$ cat src/rtl/fir_pkg.sv
// Shared constants, FSM encoding and output clamp for the TDM FIR filter.
package fir_pkg;

    localparam int DATA_W_DEF  = 12;
    localparam int COEFF_W_DEF = 16;
    localparam int NTAPS_DEF   = 16;
    localparam int NCH_DEF     = 4;
    localparam int FRAC_DEF    = 13;

    typedef enum logic [1:0] {IDLE, MAC, ROUND, OUT} fir_state_t;

    // Clamp a rounded result into 0..2^data_w-1; returns {sat, value}.
    function automatic logic [32:0] clamp_u(input logic signed [63:0] acc, input int data_w);
        logic signed [63:0] max_v;
        max_v = (64'sd1 <<< data_w) - 64'sd1;
        if (acc < 64'sd0)
            clamp_u = {1'b1, 32'd0};
        else if (acc > max_v)
            clamp_u = {1'b1, max_v[31:0]};
        else
            clamp_u = {1'b0, acc[31:0]};
    endfunction

endpackage

$ cat src/rtl/fir_coeff_bank.sv
// Double-buffered coefficient storage: shadow bank written at any time,
// copied into the active bank only while the filter is idle.
module fir_coeff_bank
    import fir_pkg::*;
#(
    parameter int COEFF_W = COEFF_W_DEF,
    parameter int NTAPS   = NTAPS_DEF,
    parameter int FRAC    = FRAC_DEF
) (
    input  logic                         CLK,
    input  logic                         RSTn,
    input  logic                         idle,
    input  logic                         coeff_we,
    input  logic [$clog2(NTAPS)-1:0]     coeff_addr,
    input  logic signed [COEFF_W-1:0]    coeff_data,
    input  logic                         coeff_swap,
    input  logic [$clog2(NTAPS)-1:0]     rd_tap,
    output logic signed [COEFF_W-1:0]    rd_coeff
);

    localparam logic signed [COEFF_W-1:0] UNITY = COEFF_W'(2 ** FRAC);

    logic signed [COEFF_W-1:0] shadow [NTAPS];
    logic signed [COEFF_W-1:0] active [NTAPS];
    logic                      pend;
    logic                      addr_ok;

    assign addr_ok  = int'(coeff_addr) < NTAPS;
    assign rd_coeff = active[rd_tap];

    // Shadow writes, sticky swap request and idle-only shadow->active copy.
    always_ff @(posedge CLK or negedge RSTn) begin
        if (!RSTn) begin
            for (int i = 0; i < NTAPS; i++) begin
                shadow[i] <= (i == 0) ? UNITY : '0;
                active[i] <= (i == 0) ? UNITY : '0;
            end
            pend <= 1'b0;
        end else begin
            if (coeff_we && addr_ok)
                shadow[coeff_addr] <= coeff_data;
            // Copy sees the pre-write shadow because both use the old value.
            if (pend && idle)
                active <= shadow;
            pend <= coeff_swap || (pend && !idle);
        end
    end

endmodule

$ cat src/rtl/fir_mac_tdm.sv
// Time-multiplexed multi-channel FIR: one MAC walks NTAPS taps per sample,
// then rounds, saturates and presents a one-cycle result strobe.
module fir_mac_tdm
    import fir_pkg::*;
#(
    parameter int DATA_W  = DATA_W_DEF,
    parameter int COEFF_W = COEFF_W_DEF,
    parameter int NTAPS   = NTAPS_DEF,
    parameter int NCH     = NCH_DEF,
    parameter int FRAC    = FRAC_DEF,
    localparam int CHW    = (NCH > 1) ? $clog2(NCH) : 1,
    localparam int AW     = $clog2(NTAPS)
) (
    input  logic                      CLK,
    input  logic                      RSTn,
    input  logic                      ENABLE_FIR,
    input  logic                      IN_VALID,
    input  logic [CHW-1:0]            IN_CH,
    input  logic [DATA_W-1:0]         DATA_IN,
    output logic                      IN_READY,
    output logic                      OUT_VALID,
    output logic [CHW-1:0]            OUT_CH,
    output logic [DATA_W-1:0]         DATA_OUT,
    output logic                      SAT,
    input  logic                      COEFF_WE,
    input  logic [AW-1:0]             COEFF_ADDR,
    input  logic signed [COEFF_W-1:0] COEFF_DATA,
    input  logic                      COEFF_SWAP
);

    localparam int ACC_W = DATA_W + COEFF_W + $clog2(NTAPS) + 1;
    localparam int PW    = DATA_W + COEFF_W + 1;

    fir_state_t state, state_nxt;

    logic                      accept, ch_ok;
    logic [DATA_W-1:0]         dline [NCH][NTAPS];
    logic [AW-1:0]             wptr  [NCH];
    logic [AW-1:0]             tap_p0, ptr_p0, rd_idx;
    logic [CHW-1:0]            ch_p0;
    logic [DATA_W-1:0]         smp_p0;
    logic                      byp_p0;
    logic signed [ACC_W-1:0]   acc_p0;
    logic signed [COEFF_W-1:0] coeff;
    logic signed [PW-1:0]      prod;
    logic signed [ACC_W-1:0]   y_round;
    logic [32:0]               clamp_res;
    logic                      vld_p1;

    function automatic logic signed [ACC_W-1:0] round_acc(input logic signed [ACC_W-1:0] a);
        round_acc = (a + ACC_W'(2 ** (FRAC - 1))) >>> FRAC;
    endfunction

    assign ch_ok     = int'(IN_CH) < NCH;
    assign accept    = IN_VALID && IN_READY;
    assign rd_idx    = AW'((ptr_p0 >= tap_p0) ? (int'(ptr_p0) - int'(tap_p0))
                                              : (int'(ptr_p0) + NTAPS - int'(tap_p0)));
    assign prod      = $signed({1'b0, dline[ch_p0][rd_idx]}) * coeff;
    assign y_round   = round_acc(acc_p0);
    assign clamp_res = clamp_u(64'(y_round), DATA_W);
    assign OUT_VALID = vld_p1;

    fir_coeff_bank #(
        .COEFF_W (COEFF_W),
        .NTAPS   (NTAPS),
        .FRAC    (FRAC)
    ) u_coeff_bank (
        .CLK        (CLK),
        .RSTn       (RSTn),
        .idle       (state == IDLE),
        .coeff_we   (COEFF_WE),
        .coeff_addr (COEFF_ADDR),
        .coeff_data (COEFF_DATA),
        .coeff_swap (COEFF_SWAP),
        .rd_tap     (tap_p0),
        .rd_coeff   (coeff)
    );

    // FSM state register.
    always_ff @(posedge CLK or negedge RSTn) begin
        if (!RSTn)
            state <= IDLE;
        else
            state <= state_nxt;
    end

    // FSM next state and ready; samples for unknown channels are swallowed in IDLE.
    always_comb begin
        state_nxt = state;
        IN_READY  = 1'b0;
        case (state)
            IDLE: begin
                IN_READY = 1'b1;
                if (IN_VALID && ch_ok)
                    state_nxt = MAC;
            end
            MAC:     if (tap_p0 == AW'(NTAPS - 1)) state_nxt = ROUND;
            ROUND:   state_nxt = OUT;
            OUT:     state_nxt = IDLE;
            default: state_nxt = IDLE;
        endcase
    end

    // Per-channel circular delay lines, written on every accepted sample.
    always_ff @(posedge CLK or negedge RSTn) begin
        if (!RSTn) begin
            for (int c = 0; c < NCH; c++) begin
                wptr[c] <= '0;
                for (int t = 0; t < NTAPS; t++)
                    dline[c][t] <= '0;
            end
        end else if (accept && ch_ok) begin
            dline[IN_CH][wptr[IN_CH]] <= DATA_IN;
            wptr[IN_CH] <= (wptr[IN_CH] == AW'(NTAPS - 1)) ? '0 : wptr[IN_CH] + 1'b1;
        end
    end

    // Stage p0: capture the accepted sample context, then accumulate one tap per cycle.
    always_ff @(posedge CLK or negedge RSTn) begin
        if (!RSTn) begin
            acc_p0 <= '0;
            tap_p0 <= '0;
            ptr_p0 <= '0;
            ch_p0  <= '0;
            smp_p0 <= '0;
            byp_p0 <= 1'b0;
        end else if (accept && ch_ok) begin
            acc_p0 <= '0;
            tap_p0 <= '0;
            ptr_p0 <= wptr[IN_CH];
            ch_p0  <= IN_CH;
            smp_p0 <= DATA_IN;
            byp_p0 <= !ENABLE_FIR;
        end else if (state == MAC) begin
            acc_p0 <= acc_p0 + ACC_W'(prod);
            tap_p0 <= tap_p0 + 1'b1;
        end
    end

    // Stage p1: round, saturate (or bypass) and register the result with its strobe.
    always_ff @(posedge CLK or negedge RSTn) begin
        if (!RSTn) begin
            vld_p1   <= 1'b0;
            DATA_OUT <= '0;
            OUT_CH   <= '0;
            SAT      <= 1'b0;
        end else begin
            vld_p1 <= (state == ROUND);
            if (state == ROUND) begin
                OUT_CH   <= ch_p0;
                DATA_OUT <= byp_p0 ? smp_p0 : DATA_W'(clamp_res[31:0]);
                SAT      <= byp_p0 ? 1'b0 : clamp_res[32];
            end
        end
    end

endmodule

$ cat config.mk
export PLATFORM = sky130hd
export DESIGN_NAME = fir_mac_tdm
export DESIGN_NICKNAME = d
export VERILOG_FILES = /design/src/rtl/fir_pkg.sv /design/src/rtl/fir_coeff_bank.sv /design/src/rtl/fir_mac_tdm.sv
export SDC_FILE = /design/constraint.sdc
export NUM_CORES = 2
export LEC_CHECK = 0
export BUFFER_PORTS_ARGS = -buffer_cell sky130_fd_sc_hd__buf_2
export CAP_MARGIN = 20
export CORE_ASPECT_RATIO = 2
export CORE_MARGIN = 1
export CORE_UTILIZATION = 30
export CTS_CLUSTER_SIZE = 24
export DETAILED_ROUTE_END_ITERATION = 8
export PLACE_DENSITY = 0.44
export SLEW_MARGIN = 10
export SYNTH_ARGS = -nofsm -noshare
export SYNTH_HDL_FRONTEND = slang
export SYNTH_SLANG_ARGS = --single-unit
$ cat constraint.sdc
create_clock -name CLK -period 14.15 [get_ports CLK]
set_input_delay 4.245 -clock CLK [delete_from_list [all_inputs] [get_ports CLK]]
set_output_delay 4.245 -clock CLK [all_outputs]
set_load 0.005 [all_outputs]
### Yosys cells after proc, flatten, opt, wreduce, memory -nomap -nowiden

Index checks and enable logic that the tools add are counted.
W data, S select, Z words.

| storage, ports and cells | value |
|---|---|
| memories kept | 0 |
| register bits after elaboration | 1371 |
| bits in latches | 0 |
| RAM bits | 0 |
| logic and storage cells | 194 |
| output and inout port bits | 17 |
| input bits | 40 |
| bits in read-only memories | 0 |

| cells by class | value |
|---|---|
| add/subtract/negate cells | 7 |
| multiply operators | 1 |
| bitwise operators | 6 |
| reduce and logical (&&, ||, !) cells | 12 |
| shift operators | 0 |
| multiplexer cells | 37 |
| eq/ne operators | 7 |
| divide/modulo/power cells | 0 |
| order comparisons | 12 |

Operators by type and width:

| kind | number |
|---|---|
| $bwmux W768 | 1 |
| $mux W192 | 3 |
| $bmux W192 S2 | 1 |
| $demux W192 S2 | 1 |
| $bwmux W256 | 1 |
| $mux W33 | 4 |
| $bmux W16 S4 | 1 |
| $demux W16 S4 | 1 |
| $bmux W12 S4 | 1 |
| $demux W12 S4 | 1 |
| $mux W12 | 4 |
| $mux W16 | 3 |
| $add A33 B14 Y33 const B | 1 |
| $add A33 B29 Y33 | 1 |
| $mul A13 B16 Y29 | 1 |
| $mux W4 | 7 |
| $ge A5 B5 Y1 const B | 4 |
| $gt A20 B13 Y1 const B | 1 |
| $lt A20 B1 Y1 const B | 1 |
| $not A4 Y5 | 4 |
| $bwmux W16 | 1 |
| $add A4 B1 Y4 const B | 3 |
| $lt A5 B1 Y1 const B | 2 |
| $bmux W4 S2 | 1 |
| 19 further kinds | 33 |

### Logic depth before layout (Yosys ltp)

| depth | value |
|---|---|
| word-level depth | 12 |
| depth in mapped cells | 35 |
| gate-level depth less buffers | 31 |

### By module

Synthesis repeated with hierarchy kept, for this count alone.

| unflattened totals | value |
|---|---|
| cells, all modules | 4857 |
| area, all modules | 68927.4 µm² |

By module, submodules not included:

| module | area each (µm²) | seq. area each (µm²) | times used | cells each |
|---|---|---|---|---|
| fir_mac_tdm | 47931.0 | 21470.6 | 1 | 3598 |
| fir_coeff_bank | 20996.4 | 12839.8 | 1 | 1259 |

### Least setup slack after synthesis

OpenSTA, ideal clock, no wires.

| timing path | value |
|---|---|
| path type | register -> register |
| start point | reg tap_p0[1] |
| end point | reg acc_p0[32] |
| period minus slack after synthesis | 8.698 ns |
| required time | 14.071 ns |
| path slack | 5.452 ns |
| path buffers | 5 |
| setup time | 0.079 ns |
| cell stages (with the launch flop) | 33 |
| arrival time | 8.619 ns |
| path through | dfrtp_1 > buf_1 > buf_1 > inv_1 > fa_1 > clkbuf_1 > clkbuf_1 > mux4_2 > mux2i_1 > nand2_1 > o21ai_4 > buf_6 > nor2b_1 > fa_1 > inv_1 > fa_1 > inv_1 > fa_1 > fa_1 > fa_1 > inv_1 > fa_1 > inv_1 > ha_1 > a21o_1 > a21o_1 > a21oi_1 > o211ai_1 > o21ai_0 > a31oi_1 > a221oi_1 > mux2i_1 > mux2i_1 |

| between the ends | value |
|---|---|
| cells in the longest elaborated chain, start to end | 10 |
| elaborated cells on any way between the ends | 16 |
| classes of those cells | add/sub (3); mul (1); order compare (1); mux (9); bitwise (2) |

Ends and longest elaborated chain:

| what | RTL line | RTL |
|---|---|---|
| start, declared | fir_mac_tdm.sv:39 | `logic [AW-1:0] tap_p0, ptr_p0, rd_idx;` |
| start signal, assigned | fir_mac_tdm.sv:136 | `tap_p0 <= tap_p0 + 1'b1;` |
| $sub A4 B4 Y4, or another cell as far along | fir_mac_tdm.sv:57 | `: (int'(ptr_p0) + NTAPS - int'(tap_p0)));` |
| $mux W4 | fir_mac_tdm.sv:56 | `assign rd_idx = AW'((ptr_p0 >= tap_p0) ? (int'(ptr_p0) - int'(tap_p0))` |
| $not A4 Y5 (implied by the code) | fir_mac_tdm.sv:58 | `assign prod = $signed({1'b0, dline[ch_p0][rd_idx]}) * coeff;` |
| $bmux W12 S4 | fir_mac_tdm.sv:58 |  |
| $mux W12 (implied by the code) (2 in series) | fir_mac_tdm.sv:58 |  |
| $mul A13 B16 Y29 * | fir_mac_tdm.sv:58 |  |
| $add A33 B29 Y33 * | fir_mac_tdm.sv:135 | `acc_p0 <= acc_p0 + ACC_W'(prod);` |
| $mux W33 * | fir_mac_tdm.sv:134 | `end else if (state == MAC) begin` |
| $mux W33 * | fir_mac_tdm.sv:127 | `end else if (accept && ch_ok) begin` |
| end signal, assigned | fir_mac_tdm.sv:135 |  |
| end, declared | fir_mac_tdm.sv:43 | `logic signed [ACC_W-1:0] acc_p0;` |

Every way passes the cells marked *; elsewhere a longest branch is shown, timed or not. The select of a mux whose other input is x is not followed.
A chain may end at the register's enable or synchronous reset.

### Worst setup path in the final report

Same ends and word-level chain as after synthesis.

==> impl_metrics.py <==
metrics = {
    "sta": {
        "fmax_mhz": 95.8,
        "grt_setup_unrepaired": "false",
        "worst_pin_slew_ns": 1.18,
        "hold_ws_ns": 0.454,
        "setup_violations": 0,
        "finalCritPeriodShare_pct": 73.7,
        "fin_tns_setup_ns": 0,
        "finalMaxSlewViolations": 0,
        "finalHoldViolCount": 0,
        "layout_min_cycle_time_ns": 10.43,
        "slew-limit-headroom_pct": 21.6,
        "skew_ns": 0.0618,
    },
    "global_route": {
        "antenna_found_initial": 13,
        "gr-total-overflow": 0,
        "grt_use_total_pct": 17.0,
        "grt_pass1_vias": 43000,
        "grt_pass1_wl_um": 294000,
        "grt_max_degree": 177,
    },
    "yosys": {
        "netlist.area_leader.share_pct": 49.8,
        "synthesis.area_um2": 68800,
        "async_flop_share_pct": 100,
        "ys_top_cells_by_count": "1369 x dfrtp_1, 1290 x mux2_2, 337 x inv_1",
        "synth_top_area_cell": "dfrtp_1",
        "ys_seq_elements": 1371,
        "syn_avg_cell_area_um2": 14.3,
        "synth.distinct_cells": 63,
        "yosys-top-cells-area": "dfrtp_1 50%, mux2_2 21%, mux4_2 11%",
        "ys_warn_count": 0,
        "ys_seq_area_share_pct": 49.8,
        "synth_fp_nets": 5146,
        "synth_edf_count": 0,
        "syn_inst": 4802,
        "yosysMostFrequentCell": "dfrtp_1",
        "synth_ff_type": "dfrtp_1",
    },
    "worst_setup_path": {
        "worstSetupStartpointType": "flop",
        "arrival_ns": 11.12,
        "reg2regPathDepth": 27,
        "crit_required_ns": 14.84,
        "crit_path_end_kind": "flop",
        "path_class": "flop to flop",
        "critPathMaxFanout": 37,
    },
    "worst_hold_path": {
        "min_path_type": "flop to flop",
        "whs_path_depth": 1,
    },
    "route": {
        "ant_nets": 0,
        "drc": 0,
        "via_per_inst": 4.92,
        "drt_iter0_drc": 1652,
        "drt_first_pass_iters": 5,
        "totalWireLength_um": 194000,
        "vias": 38500,
        "routedWlPerCell_um": 24.7,
    },
    "placed_design": {
        "gp_congestion": 0.814,
        "place_hpwl_um": 126000,
        "placed_area_um2": 72300,
        "portBuffers": 56,
    },
    "floorplan": {
        "pin_count": 57,
        "fp.dieW_um": 341,
        "dieArea_um2": 232000,
        "die_y_um": 679,
        "core_um2": 228000,
        "initial_utilization_pct": 30.2,
        "num_rows": 248,
    },
    "finish": {
        "syn_to_final_growth_pct": 11.7,
        "fill_cells": 22300,
        "drive_above_1_share_pct": 42.1,
        "final_area_um2": 76900,
        "nNetsFinal": 5082,
    },
    "clock_tree": {
        "post_cts_buffers": 0,
        "cts.reportedPaths.clkPinSlew_ns": 0.06,
        "cts_tree": "yes",
        "cts_sinks": 1371,
        "ctsLongestPathBuffers": 4,
        "ctsResizeCount": 0,
        "clock_latency_ns": 0.81,
        "cts_hold_buf": 0,
        "htreeDepth": 4,
        "cts-root-buf": "clkbuf_16",
        "numCtsBuffers": 147,
    },
    "job": {
        "drv_cap": 0,
    },
    "status": {
        "status": "completed",
    },
}
## cell type report
class	instances	area, um2	area share (%)
antenna	2	5.00	0.00651
clock buffer	207	4210	5.47
clock inverter	40	414	0.539
inverter	340	1280	1.66
multi-input combinational	2743	31900	41.4
sequential	1371	34300	44.6
tap	3000	3750	4.88
timing repair buffer	135	1070	1.39
## registers in the layout, indices dropped and copies added (netlist names)
register	count
u_coeff_bank.shadow	256
smp_p0	12
byp_p0	1
u_coeff_bank.active	256
OUT_CH	2
OUT_VALID	1
SAT	1
state	2
dline	768
tap_p0	4
ptr_p0	4
u_coeff_bank.pend	1
wptr	16
acc_p0	33
DATA_OUT	12
ch_p0	2
## cells by family (layout without fill, tap and decap cells)
kind of cell	after synthesis	in the layout	synth area share, %
muxes	1636	1636	32.0
DFF	1371	1371	49.8
buffers and inverters	688	722	4.11
other	0	2	0
xor gates and xnor gates	34	34	0.433
and+or+nand+nor	567	567	3.81
AOI/OAI and AO/OA	202	202	1.96
adders and majority gates	304	304	7.85
## stage by stage
| stage | std cells | util, % | setup WS [ns] |
|---|---|---|---|
| after detailed placement | 7588 | 31.7 | 3.72 |
| final | 7838 | 33.7 | 3.72 |
| after global routing | 7837 | 33.7 | 3.24 |
| after floorplan | 4802 | - | 5.45 |
| after global placement | 7586 | 31.7 | 3.79 |
| after CTS | 7835 | 33.7 | 3.67 |
## cells in the final DEF (no fill, tap or decap), drive strengths merged, types with 8 or more instances in the layout
cell type and instances:
or2 9, o21ai 51, a21oi 62, mux4 323, clkbuf 207, and3 12
nand3 15, nor2b 84, clkinv 28, nor3 16, inv 344, buf 135
a211oi 16, nor2 97, dfrtp 1369, a21o 20, nand2b 8, ha 91
nand2 268, mux2 1290, o21a 8, xnor2 29, and2 29, fa 213
mux2i 23
## worst paths after layout
check | from | endpoint | slack [ns]
worst max-delay path | tap_p0[1]$_DFFE_PN0P_ | acc_p0[32]$_DFFE_PN0P_ | 3.72
worst min-delay path | u_coeff_bank.shadow[105]$_DFFE_PN0P_ | u_coeff_bank.active[105]$_DFFE_PN0P_ | 0.45
worst max register to register | tap_p0[1]$_DFFE_PN0P_ | acc_p0[32]$_DFFE_PN0P_ | 3.72
worst min register to register | u_coeff_bank.shadow[105]$_DFFE_PN0P_ | u_coeff_bank.active[105]$_DFFE_PN0P_ | 0.45
max in group asynchronous | RSTn | dline[38]$_DFFE_PN0P_ | 8.41
min in group asynchronous | RSTn | dline[514]$_DFFE_PN0P_ | 3.47
## routing by layer
metal  routed length (um)  track usage (%)  share of wire (%)
met3                 4360             1.66                2.3
met1                74800             19.5                 39
met2               108000             32.6                 56
met4                 6080             5.37                3.1
met5                   69                0              0.036
## critical path, stage by stage (launching register included)
cell	delay [ns]
dfrtp_4	0.90
inv_1	0.22
fa_2	1.07
buf_12	0.38
mux4_2	0.37
nor2b_1	0.15
a211oi_2	0.85
a21oi_2	0.39
nand2_1	0.20
fa_1	0.45
fa_1	0.50
fa_1	0.55
inv_1	0.05
fa_1	0.47
fa_1	0.49
inv_1	0.05
fa_1	0.47
inv_1	0.04
ha_1	0.36
a21oi_1	0.23
o21ai_0	0.15
a22oi_1	0.20
o211ai_1	0.20
o21ai_0	0.39
a31oi_1	0.22
a221oi_1	0.39
mux2i_1	0.27
mux2i_1	0.21
Power is not shown: default switching activity piles up to over one toggle a cycle in this logic, so the estimate is an artifact.
